**config.mk**
```make
export PLATFORM = sky130hd
export DESIGN_NAME = modular_square_ggg_unload_normalizer
export DESIGN_NICKNAME = d
export VERILOG_FILES = /design/src/rtl/modular_square_ggg_unload_normalizer.sv
export SDC_FILE = /design/constraint.sdc
export NUM_CORES = 1
export LEC_CHECK = 0
export CORE_AREA = 2 2 448 450
export CTS_BUF_LIST = sky130_fd_sc_hd__clkbuf_4 sky130_fd_sc_hd__clkbuf_8
export CTS_CLUSTER_DIAMETER = 50
export DETAILED_ROUTE_END_ITERATION = 6
export DIE_AREA = 0 0 450 452
export PLACE_DENSITY_LB_ADDON = 0.1
export SETUP_SLACK_MARGIN = 0.5
export SLEW_MARGIN = 0
export SYNTH_ARGS = -nofsm -noshare
export SYNTH_HDL_FRONTEND = slang
export SYNTH_SLANG_ARGS = --single-unit
```
**constraint.sdc**
```tcl
create_clock -name clk -period 63.4 [get_ports clk]
set_input_delay 9.51 -clock clk [delete_from_list [all_inputs] [get_ports clk]]
set_output_delay 9.51 -clock clk [all_outputs]
set_load 0.01 [all_outputs]
```
**src/rtl/modular_square_ggg_unload_normalizer.sv**
```systemverilog
// Snapshots the squarer's redundant coefficients and streams them out as
// canonical WORD_LEN-bit digits, LSW first, with serial carry propagation.
module modular_square_ggg_unload_normalizer #(
  parameter  int WORD_LEN     = 50,
  parameter  int SQ_REG_LEN   = 51,
  parameter  int NUM_ELEMENTS = 21,
  localparam int IDX_W        = $clog2(NUM_ELEMENTS),
  localparam int CARRY_W      = SQ_REG_LEN - WORD_LEN + 1
) (
  input  logic                               clk,
  input  logic                               reset,
  input  logic                               start,
  input  logic [NUM_ELEMENTS*SQ_REG_LEN-1:0] sq_in,
  output logic                               busy,
  output logic                               out_valid,
  input  logic                               out_ready,
  output logic [WORD_LEN-1:0]                out_data,
  output logic [IDX_W-1:0]                   out_index,
  output logic                               out_last,
  output logic                               done,
  output logic [CARRY_W-1:0]                 final_carry,
  output logic                               overflow
);

  localparam logic [IDX_W-1:0] LAST_IDX = IDX_W'(NUM_ELEMENTS - 1);

  typedef enum logic {IDLE, STREAM} state_t;

  state_t                             state;
  logic [NUM_ELEMENTS*SQ_REG_LEN-1:0] snap;
  logic [CARRY_W-1:0]                 carry;
  logic [IDX_W-1:0]                   idx;
  logic [SQ_REG_LEN:0]                sum;
  logic [CARRY_W-1:0]                 next_carry;
  logic                               fire;
  logic                               at_last;

  // The snapshot shifts down on each handshake, so the current element is
  // always at the bottom and no wide read mux is needed.
  assign sum        = {1'b0, snap[SQ_REG_LEN-1:0]} + {{WORD_LEN{1'b0}}, carry};
  assign next_carry = sum[SQ_REG_LEN:WORD_LEN];
  assign at_last    = (idx == LAST_IDX);
  assign fire       = (state == STREAM) && out_ready;

  assign busy      = (state == STREAM);
  assign out_valid = (state == STREAM);
  assign out_data  = sum[WORD_LEN-1:0];
  assign out_index = idx;
  assign out_last  = (state == STREAM) && at_last;

  always_ff @(posedge clk) begin
    if (reset) begin
      state       <= IDLE;
      carry       <= '0;
      idx         <= '0;
      done        <= 1'b0;
      final_carry <= '0;
      overflow    <= 1'b0;
    end else begin
      done <= 1'b0;
      case (state)
        IDLE: begin
          if (start) begin
            snap  <= sq_in;
            carry <= '0;
            idx   <= '0;
            state <= STREAM;
          end
        end
        STREAM: begin
          if (fire) begin
            if (at_last) begin
              final_carry <= next_carry;
              overflow    <= (next_carry != '0);
              done        <= 1'b1;
              state       <= IDLE;
            end else begin
              carry <= next_carry;
              idx   <= idx + IDX_W'(1);
              snap  <= snap >> SQ_REG_LEN;
            end
          end
        end
        default: state <= IDLE;
      endcase
    end
  end

endmodule

```
# Word level (Yosys, flattened, before mapping)
# Index checks and enable logic that the tools add are counted.
[word_totals] regBits=1083 romBits=0 output_inout_bits=62 memories=0 latch_bits=0 in_bits=1075 mem_bits_rw=0 word_cells=40
[op_classes] div_mod_pow=0 magnitude_cmp=0 multipliers=0 n_shift=0 reduce_logical=7 n_addsub=2 n_bitwise=3 n_eq_ne=4 muxes=17
[op_table] operator="$mux 1071" n=3
[op_table] operator="$pmux 1071 s2" n=1
[op_table] operator="$add 51x2->52" n=1
[op_table] operator="$mux 5" n=3
[op_table] operator="$pmux 5 s2" n=1
[op_table] operator="$mux 2" n=3
[op_table] operator="$reduce_and 3->1" n=2
[op_table] operator="$add 5x1->5 const B" n=1
[op_table] operator="$eq 5x5->1 const B" n=1
[op_table] operator="$mux 1" n=4
[op_table] operator="$ne 2x2->1 const B" n=2
[op_table] operator="$pmux 2 s2" n=1
[op_table] operator="$reduce_and 4->1" n=1
[op_table] operator="$not 1->1" n=3
[op_table] operator="$reduce_or 3->1" n=1
[op_table] operator="$logic_and 1x1->1" n=2
[op_table] operator="$ne 2x1->1 const B" n=1
[op_table] operator="$pmux 1 s2" n=1
[op_table] operator="$reduce_bool 2->1" n=1

# Depth between registers and ports, before layout
[logic_depth] ltp_word=4 mapped_depth=10 mapped_depth_nobuf=8

# Least setup slack after synthesis
# No wires, ideal clock.
[synth_timing] kind="input port to flip-flop" startpoint="in reset" endpoint="reg snap[0], enable pin" path_buffers=1 cell_stages=2 setup_ps=2537 setup_slack_ps=6827 required_time_ps=60863 arrival_ps=54036 path_cell_list="clkbuf_1 nor2_1"
[synth_between] elab_chain_cells=2
[synth_rtl] element="start, declared" line_no="11" rtl="input logic reset,"
[synth_rtl] element="$not 1->1 (no line)"
[synth_rtl] element="$reduce_and 4->1 (no line)"
[synth_rtl] element="end signal, assigned" line_no="64" rtl="snap <= sq_in;"
[synth_rtl] element="end signal, assigned" line_no="80" rtl="snap <= snap >> SQ_REG_LEN;"
[synth_rtl] element="end, declared" line_no="30" rtl="logic [NUM_ELEMENTS*SQ_REG_LEN-1:0] snap;"
# Every way passes these cells.
# A chain may end at the register's enable or synchronous reset.

# Worst setup path in the final report
[layout_timing] startpoint="in start" endpoint="reg snap[1039], enable pin"
[layout_between] elab_chain_cells=2
[layout_rtl] element="start, declared" line_no="12" rtl="input logic start,"
[layout_rtl] element="$ne 2x2->1 (no line)"
[layout_rtl] element="$reduce_and 4->1 (no line)"
# Every way passes these cells.

==> results.cfg <==
[setup_path]
crit_chain = clkdlybuf4s50_1 > mux2_2 > nand2_1 > nor2_4 > buf_12 > buf_4 > buf_4 > buf_4 > buf_4
crit_path_frequent_cell = buf_4
worst_setup_path_end_kind = register
worstPathBufferInverterCount = 6
critPathTopFamily = buffers and inverters
cp_max_fo = 156
critPathKind = primary input to register
start_kind = primary input
critPathArrivalTime_ns = 14.43
critical_path_required_ns = 63.95
crit_path_max_incr_delay_ns = 0.88
critical_path.slowest_cell = buf_4

[timing]
fin_crit_ns = 13.88
drv_slew = 0
min_period_over_period_pct = 21.9
fmax_ghz = 0.0720
finalHoldViolCount = 0
grt_setup_unrepaired = false
setup_violations = 0
tightest_slew_ns = 1.23
fin_skew_ns = 0.0631
relSlewSlack_pct = 18.3
tns_ns = 0

[grt]
grt_max_degree = 167
antenna_found_initial = 171
grt_pass1_vias = 28000
gr-total-overflow = 0
grt.total_usage_pct = 15.0
grt_pass1_wl_mm = 215

[clocking]
insertion_delay_ns = 0.97
clk_transition_reported_paths_ns = 0.06
cts_tree = yes
ctsResizeCount = 0
clockBufferDepth = 3
cts_hold_buffers = 0
cts_setup_buffers = 0
h-tree-depth = 4
cts_num_sinks = 1083
ctsRootBufferMaster = clkbuf_8
numCtsBuffers = 211

[detailed_routing]
drt-initial-drc-count = 1661
highest_layer = met5
avgRoutedWirePerCell_um = 23.9
drt_wl_total_mm = 158
ant_nets = 0
drcViolationCount = 0
met1_length_mm = 55.6
vias = 26300
route.met2.wl_mm = 81.7
firstDrtPassIters = 5
wl_met3_mm = 14.2
post_drt_via_cell_ratio = 3.99

[placement]
dp_hpwl_mm = 116
place_congestion = 0.813
port-buffer-count = 1136
place_inst = 6191

[synth]
syn-num-nets = 3629
avgSynthCellArea_um2 = 18.3
synth-edff-count = 1071
syn_inst = 2549
synth_area_leaders = edfxtp_1 69%, mux2_2 25%, buf_2 0.99%, buf_4 0.82%, nor2b_1 0.68%
ys_seq_area_share_pct = 69.5
ys.flop_type = edfxtp_1
yosys.area.top_type = edfxtp_1
async_reset_ff_share_pct = 0
yosys_register_bits = 1083
synth_top_area_share_pct = 69.0
yosysWarnings = 0
syn_area_mm2 = 0.0466
synth.distinct_cells = 43

[power]
pwr-share-clk_pct = 39.9
ir_drop_v = 0.0000157
intPower_mw = 1.34
pwr-share-seq_pct = 49.3
cellLeakagePower_nw = 21.5
power.switching_mw = 0.401
power_density_mw_per_mm2 = 26.9
p_comb_share_pct = 10.8
netSwitchingFraction_pct = 23.0

[die]
die_h_um = 452
num_io_pins = 1137
rows = 164
die_x_um = 450
design.core.area_mm2 = 0.199
start_util_pct = 23.5
design.die.area_mm2 = 0.203

[finish]
drive_above_1_share_pct = 35.5
fill_cells = 19600
multiInputGateArea_mm2 = 0.0132
final_common_cell = clkdlybuf4s50_1
final_cell_mix = 1,136 x clkdlybuf4s50_1, 1,071 x edfxtp_1, 1,021 x mux2_2
syn2layout_area_growth_pct = 38.9
nNetsFinal = 4828
final_cells = 6599
regArea_mm2 = 0.0324

[status]
status = completed

[min_path]
hp-class = register to register

[flow_run]
maxCapViolCount = 0
==> final timing paths <==
| path | slack [ns] | cells after the start | startpoint | endpoint |
|---|---|---|---|---|
| max | 49.52 | 9 | start | snap[1039]$_SDFFCE_PP0P_ |
| min | 0.45 | 2 | final_carry[1]$_SDFFE_PP0P_ | final_carry[1]$_SDFFE_PP0P_ |
| min reg2reg | 0.45 | 2 | final_carry[1]$_SDFFE_PP0P_ | final_carry[1]$_SDFFE_PP0P_ |
| max reg2reg | 57.80 | 11 | out_index[0]$_SDFFE_PP0P_ | snap[1039]$_SDFFCE_PP0P_ |
==> through the flow <==
step | worst slack [ns] | cell area [um2] | utilization [%] | hold slack [ns] | power [mW]
2_1_floorplan | 6.83 | 46600 | - | 0.449 | 1.03
3_3_place_gp | 48.46 | 60600 | 30.5 | 0.440 | 1.07
3_5_place_dp | 48.45 | 60600 | 30.5 | 0.446 | 1.07
4_1_cts | 49.49 | 64700 | 32.6 | 0.453 | 1.78
5_1_grt | 49.26 | 64800 | 32.6 | 0.501 | 1.82
6_report | 49.52 | 64800 | 32.6 | 0.453 | 1.74
==> per-layer routing <==
metal,track usage [%],up-vias
li1,-,12300
met1,15.3,12300
met2,26.4,1009
met3,6.83,482
met4,6.52,142
met5,0,-
==> cell usage after synthesis, types with 2 or more instances <==
library cell / count
edfxtp_1: 1071
mux2_2: 1021
buf_2: 92
buf_4: 51
nor2b_1: 51
nand2_1: 36
nor2_1: 31
xor2_1: 31
clkbuf_1: 30
xnor2_1: 20
nand3_1: 19
dfxtp_1: 12
inv_1: 12
and3_1: 10
nand4_1: 7
nor3_1: 7
nor3_2: 5
and4_1: 4
ha_1: 4
a21oi_1: 3
nand4_2: 3
nor4_1: 3
nor4_4: 3
buf_1: 2
nand3_2: 2
nor4_2: 2
==> kinds of logic (layout without fill, tap and decap cells) <==
logic type | after synthesis | after routing | synth area share, %
adders and majority gates | 5 | 5 | 0.150
AOI/OAI and AO/OA | 10 | 10 | 0.145
muxes | 1021 | 1021 | 24.6
DFF | 1083 | 1083 | 69.5
other | 0 | 40 | 0
buffers and inverters | 188 | 1542 | 2.19
xor gates and xnor gates | 51 | 51 | 0.958
and+or+nand+nor | 191 | 191 | 2.45
==> area by class of cell <==
cell class / instances / share of cell area [%]
Antenna cell: 40 / 0.154
Multi-Input combinational cell: 1278 / 20.4
Tap cell: 2656 / 5.13
Clock buffer: 287 / 5.41
Timing Repair Buffer: 1162 / 17.9
Sequential cell: 1083 / 50.0
Inverter: 12 / 0.0695
Clock inverter: 81 / 0.873
==> state kept, by name (all words and copies together) (netlist names) <==
| register | flops |
|---|---|
| done | 1 |
| snap | 1071 |
| carry | 2 |
| busy | 1 |
| out_index | 5 |
| overflow | 1 |
| final_carry | 2 |
==> power by group through the flow <==
| stage | sequential, mW | clock [mW] | combinational [mW] |
|---|---|---|---|
| after floorplan | 0.936 | 0 | 0.0975 |
| after global placement | 0.875 | 0 | 0.192 |
| after detailed placement | 0.875 | 0 | 0.190 |
| after CTS | 0.861 | 0.728 | 0.193 |
| after global routing | 0.864 | 0.753 | 0.205 |
| final | 0.860 | 0.695 | 0.188 |
==> tightest hold or removal path, stage by stage, from the launching register on <==
cell and delay, ns:
dfxtp_1 0.30, nand2_1 0.05, a21oi_1 0.05
No activity file was read; power rests on OpenSTA's default activity.
